===== config.mk =====
export PLATFORM = sky130hd
export DESIGN_NAME = adc_serial_if
export DESIGN_NICKNAME = d
export VERILOG_FILES = /design/src/rtl/adc_serial_if.sv
export SDC_FILE = /design/constraint.sdc
export NUM_CORES = 1
export LEC_CHECK = 0
export CORE_MARGIN = 3
export CORE_UTILIZATION = 30
export CTS_BUF_LIST = sky130_fd_sc_hd__clkbuf_4
export DETAILED_ROUTE_END_ITERATION = 6
export GPL_ROUTABILITY_DRIVEN = 0
export PLACE_DENSITY_LB_ADDON = 0.3
export SYNTH_ARGS = -nofsm -noshare
export SYNTH_HDL_FRONTEND = slang
export SYNTH_SLANG_ARGS = --single-unit

===== constraint.sdc =====
create_clock -name i_clk -period 2.67 [get_ports i_clk]
set_input_delay 0.534 -clock i_clk [delete_from_list [all_inputs] [get_ports i_clk]]
set_output_delay 0.534 -clock i_clk [all_outputs]
set_load 0.01 [all_outputs]

===== src/rtl/adc_serial_if.sv =====
// Serial ECG ADC front end: pulses CONVST, waits for BUSY to fall, then clocks
// DATA_WIDTH bits out of the ADC MSB first and presents them with a valid pulse.
module adc_serial_if #(
  parameter int DATA_WIDTH   = 11,
  parameter int SCLK_DIV     = 4,
  parameter int CONVST_LEN   = 2,
  parameter int CONV_TIMEOUT = 1024
) (
  input  logic                  i_clk,
  input  logic                  i_nrst,
  input  logic                  i_convst,
  output logic                  o_busy,
  output logic [DATA_WIDTH-1:0] o_data,
  output logic                  o_rd_valid,
  output logic                  o_timeout,
  output logic                  o_overrun,
  output logic                  o_adc_convst_n,
  input  logic                  i_adc_busy,
  output logic                  o_adc_cs_n,
  output logic                  o_adc_sclk,
  input  logic                  i_adc_sdo
);

  typedef enum logic [2:0] {
    S_IDLE, S_CONVST, S_CONV_WAIT, S_READ, S_DONE
  } state_t;

  localparam int CNT_W = $clog2(CONV_TIMEOUT + CONVST_LEN + 1);
  localparam int DIV_W = $clog2(SCLK_DIV);
  localparam int BIT_W = $clog2(DATA_WIDTH + 1);

  localparam logic [CNT_W-1:0] CONVST_LAST  = CNT_W'(CONVST_LEN - 1);
  localparam logic [CNT_W-1:0] TIMEOUT_LAST = CNT_W'(CONV_TIMEOUT - 1);
  localparam logic [DIV_W-1:0] DIV_LAST     = DIV_W'(SCLK_DIV - 1);
  localparam logic [BIT_W-1:0] BIT_LAST     = BIT_W'(DATA_WIDTH - 1);

  state_t                state_q, state_d;
  logic                  convst_q, convst_d;
  logic [1:0]            busy_sync_q, busy_sync_d;
  logic                  busy_prev_q, busy_prev_d;
  logic [CNT_W-1:0]      cnt_q, cnt_d;
  logic [DIV_W-1:0]      div_q, div_d;
  logic [BIT_W-1:0]      bit_q, bit_d;
  logic [DATA_WIDTH-1:0] shift_q, shift_d;
  logic [DATA_WIDTH-1:0] data_q, data_d;
  logic                  busy_q, busy_d;
  logic                  rd_valid_q, rd_valid_d;
  logic                  timeout_q, timeout_d;
  logic                  overrun_q, overrun_d;
  logic                  convst_n_q, convst_n_d;
  logic                  cs_n_q, cs_n_d;
  logic                  sclk_q, sclk_d;

  logic req_edge;
  logic busy_fall;

  always_comb begin
    // NOTE: every signal gets a default before the case so no path leaves it unassigned (no latches).
    req_edge    = i_convst & ~convst_q;
    busy_fall   = busy_prev_q & ~busy_sync_q[1];

    state_d     = state_q;
    convst_d    = i_convst;
    busy_sync_d = {busy_sync_q[0], i_adc_busy};
    busy_prev_d = busy_sync_q[1];
    cnt_d       = cnt_q;
    div_d       = div_q;
    bit_d       = bit_q;
    shift_d     = shift_q;
    data_d      = data_q;
    busy_d      = busy_q;
    rd_valid_d  = 1'b0;
    timeout_d   = 1'b0;
    overrun_d   = req_edge && (state_q != S_IDLE);
    convst_n_d  = convst_n_q;
    cs_n_d      = cs_n_q;
    sclk_d      = sclk_q;

    unique case (state_q)
      S_IDLE: begin
        if (req_edge) begin
          state_d    = S_CONVST;
          busy_d     = 1'b1;
          convst_n_d = 1'b0;
          cnt_d      = '0;
        end
      end
      S_CONVST: begin
        if (cnt_q == CONVST_LAST) begin
          state_d    = S_CONV_WAIT;
          convst_n_d = 1'b1;
          cnt_d      = '0;
        end else begin
          cnt_d = cnt_q + 1'b1;
        end
      end
      S_CONV_WAIT: begin
        if (busy_fall) begin
          state_d = S_READ;
          cs_n_d  = 1'b0;
          sclk_d  = 1'b0;
          div_d   = '0;
          bit_d   = '0;
        end else if (cnt_q == TIMEOUT_LAST) begin
          state_d   = S_IDLE;
          timeout_d = 1'b1;
          busy_d    = 1'b0;
        end else begin
          cnt_d = cnt_q + 1'b1;
        end
      end
      S_READ: begin
        if (div_q == DIV_LAST) begin
          div_d  = '0;
          sclk_d = ~sclk_q;
          // SDO is captured on the same edge that raises SCLK.
          if (!sclk_q) begin
            shift_d = {shift_q[DATA_WIDTH-2:0], i_adc_sdo};
          end else if (bit_q == BIT_LAST) begin
            state_d    = S_DONE;
            cs_n_d     = 1'b1;
            rd_valid_d = 1'b1;
            data_d     = shift_q;
          end else begin
            bit_d = bit_q + 1'b1;
          end
        end else begin
          div_d = div_q + 1'b1;
        end
      end
      S_DONE: begin
        state_d = S_IDLE;
        busy_d  = 1'b0;
      end
      default: state_d = S_IDLE;
    endcase
  end

  // NOTE: state registers use non-blocking assignments so all flops update together at the edge.
  always_ff @(posedge i_clk or negedge i_nrst) begin
    if (!i_nrst) begin
      state_q     <= S_IDLE;
      convst_q    <= 1'b0;
      busy_sync_q <= '0;
      busy_prev_q <= 1'b0;
      cnt_q       <= '0;
      div_q       <= '0;
      bit_q       <= '0;
      shift_q     <= '0;
      data_q      <= '0;
      busy_q      <= 1'b0;
      rd_valid_q  <= 1'b0;
      timeout_q   <= 1'b0;
      overrun_q   <= 1'b0;
      convst_n_q  <= 1'b1;
      cs_n_q      <= 1'b1;
      sclk_q      <= 1'b0;
    end else begin
      state_q     <= state_d;
      convst_q    <= convst_d;
      busy_sync_q <= busy_sync_d;
      busy_prev_q <= busy_prev_d;
      cnt_q       <= cnt_d;
      div_q       <= div_d;
      bit_q       <= bit_d;
      shift_q     <= shift_d;
      data_q      <= data_d;
      busy_q      <= busy_d;
      rd_valid_q  <= rd_valid_d;
      timeout_q   <= timeout_d;
      overrun_q   <= overrun_d;
      convst_n_q  <= convst_n_d;
      cs_n_q      <= cs_n_d;
      sclk_q      <= sclk_d;
    end
  end

  assign o_busy         = busy_q;
  assign o_data         = data_q;
  assign o_rd_valid     = rd_valid_q;
  assign o_timeout      = timeout_q;
  assign o_overrun      = overrun_q;
  assign o_adc_convst_n = convst_n_q;
  assign o_adc_cs_n     = cs_n_q;
  assign o_adc_sclk     = sclk_q;

endmodule


==> results.py <==
metrics = {
    "run_status": {
        "status": "completed",
    },
    "grt": {
        "grt_max_degree": 41,
        "grt_overflow": 0,
        "grt_pass1_vias": 1647,
        "grt_use_total_pct": 11.0,
        "grt_pass1_wl_mm": 7.92,
        "antenna_found_initial": 0,
    },
    "logic_synthesis": {
        "synth_nets": 211,
        "yosys_most_used_dff": "dfrtp_1",
        "netlist_area_um2": 2400,
        "avgSynthCellArea_um2": 12.0,
        "yosysWarnings": 0,
        "netlist-cell-type-count": 48,
        "synth_edf_count": 0,
        "postSynthCellCount": 201,
        "ys_async_sr_fraction_pct": 100,
        "ys_ff_latch": 53,
        "seq_area_frac_synth_pct": 55.3,
    },
    "clock_tree": {
        "htree_levels": 2,
        "cts_tree": "built",
        "cts-root-buf": "clkbuf_4",
        "postCtsHoldBufs": 0,
        "path_clk_slew_ns": 0.16,
        "postCtsSetupRepairBufs": 0,
        "numClockSinks": 53,
        "clock_path_buffers": 2,
        "post_cts_resized": 0,
        "cts_buffers": 5,
        "insertion_delay_ns": 0.37,
    },
    "setup_path": {
        "worstReg2RegEnd": "cnt_q[2]",
        "rr_worst_depth": 7,
        "endpoint_kind": "flop",
        "r2r-start": "cnt_q[1]",
        "path_max_fanout": 8,
        "worstSetupPathType": "flop to flop",
        "critPathArrivalTime_ns": 2.39,
        "cp.required_ns": 2.94,
        "start_kind": "flop",
        "regToRegSetupSlack_ns": 0.55,
    },
    "detailed_routing": {
        "drtAntennaViolNets": 0,
        "drc": 0,
        "via_per_inst": 4.90,
        "drtIter0Drc": 82,
        "route.vias.total": 1631,
        "wl_mm": 4.44,
        "drt-pass1-iter-count": 4,
        "routedWlPerCell_um": 13.3,
    },
    "die": {
        "core_um2": 7770,
        "start_util_pct": 31.0,
        "die_w_um": 95.5,
        "die_area_um2": 9130,
        "fp.dieH_um": 95.5,
        "row_count": 32,
        "io_pins": 23,
    },
    "timing": {
        "timing_hold_violations_final": 0,
        "worst_pin_slew_ns": 0.906,
        "fin_tns_setup_ns": 0,
        "slew_violations": 0,
        "fmax_mhz": 472,
        "rsz0062_at_grt": "no",
        "min_period_ns": 2.12,
        "finalCritPeriodShare_pct": 79.3,
        "finalClockSkew_ns": 0.0131,
        "setup_viol": 0,
        "slew_headroom_pct": 39.6,
    },
    "power": {
        "power_density_nw_per_um2": 778,
        "total_power_mw": 2.19,
        "vdd_drop_max_mv": 0.295,
        "p_leak_nw": 1.27,
    },
    "finish": {
        "final_cell_area_um2": 2820,
        "diodes": 0,
        "drive_above_1_share_pct": 20.8,
        "area_growth_pct": 17.3,
        "nNetsFinal": 240,
    },
    "job": {
        "maxCapViolations": 0,
    },
    "placed_design": {
        "hpwlAfterDp_mm": 3.07,
        "placed_area_um2": 2760,
        "io_buffer_count": 22,
    },
    "worst_hold_path": {
        "hold_path.class": "input port to asynchronous set/reset pin",
    },
}
==> critical path, stage by stage (launching register included) <==
cell and delay, ns:
dfrtp_1 0.43, inv_1 0.09, ha_1 0.14, or4b_1 0.52
o41ai_4 0.30, a21o_4 0.24, o21ai_0 0.10, a22o_1 0.20
==> logic make-up after synthesis <==
logic type                 after synthesis  synth area share, %
AOI/OAI and AO/OA                       42                 13.8
xor gates and xnor gates                 2                0.729
adders and majority gates                5                 2.60
buffers and inverters                    8                 1.46
DFF                                     53                 55.3
muxes                                   23                 10.7
and+or+nand+nor                         68                 15.5
==> Yosys cell counts (3+ instances only) <==
cell type | count | area share (%)
dfrtp_1 | 51 | 53
mux2_2 | 22 | 10
nand2_1 | 13 | 2.0
nand3_1 | 12 | 2.5
nor2_1 | 12 | 1.9
nor3_1 | 8 | 1.7
a22o_1 | 6 | 2.2
a21o_1 | 5 | 1.6
ha_1 | 5 | 2.6
o21ai_0 | 5 | 1.0
a21oi_1 | 4 | 0.83
buf_2 | 4 | 0.83
o21ai_1 | 4 | 0.83
and3_1 | 3 | 0.78
inv_1 | 3 | 0.47
nand2b_1 | 3 | 0.78
nor2b_1 | 3 | 0.78
==> metal layers <==
layer  vias to the layer above  GRT usage, %  share of wire, %  wire, µm
met5                         -             0                 0         0
met4                         0          3.44               1.1        51
met3                         5          2.84               5.6       249
met2                        45          15.7                43      1920
met1                       774          16.1                50      2220
li1                        807             -                 -         -
==> worst max-delay path by stage <==
stage               depth (start not counted)  slack (ns)  endpoint       start
finish                                      7        0.55  cnt_q[2]    cnt_q[1]
global route                                5        0.37  cnt_q[7]  state_q[1]
CTS                                         7        0.55  cnt_q[2]    cnt_q[1]
detailed placement                          6        0.18  cnt_q[7]    i_convst
global placement                            6        0.29  cnt_q[7]    i_convst
floorplan                                   7        0.78  cnt_q[2]    cnt_q[1]
==> sequential cells by signal, indices dropped and copies added (netlist names), 2 cells and up <==
| signal | count |
|---|---|
| bit_q | 4 |
| busy_sync_q | 2 |
| cnt_q | 11 |
| div_q | 2 |
| o_data | 11 |
| shift_q | 11 |
| state_q | 3 |
==> cell usage in the layout (no fill, tap or decap), drive strengths merged, types with 2 or more instances in the layout <==
master          n
nor2b           3
nor2           13
dfstp           2
nand2          13
dfrtp          51
a21o            6
inv             4
o31ai           2
clkdlybuf4s50  21
nand3          12
xor2            2
nand2b          3
nor4            3
buf             6
and3            3
a31o            3
or4             3
ha              5
a21oi           4
clkbuf          5
mux2           22
nor3b           2
a22o            7
nor3            8
o21ai           9
o22ai           2
==> through the flow <==
step / hold slack, ns / instances / setup slack, ns / util [%]
5_1_grt: 0.299 / 333 / 0.368 / 36.3
3_3_place_gp: 0.334 / 325 / 0.290 / 35.6
3_5_place_dp: 0.335 / 325 / 0.182 / 35.6
4_1_cts: 0.281 / 333 / 0.554 / 36.3
6_report: 0.269 / 333 / 0.552 / 36.3
2_1_floorplan: 0.238 / 201 / 0.781 / -
==> final cells by class <==
cell class / count / area (µm²)
clock buffers: 5 / 37.5
clock inverters: 3 / 21.3
fillers: 790 / 4950
inverters: 3 / 11.3
multi-input cells: 140 / 1040
flip-flops and latches: 53 / 1330
well taps: 102 / 128
repair buffers: 27 / 253
==> power breakdown <==
group	total [mW]	internal (mW)	switching, mW
Combinational	0.768	0.345	0.423
Sequential	1.06	0.915	0.143
Clock	0.366	0.105	0.261
No activity file was read; power rests on OpenSTA's default activity.
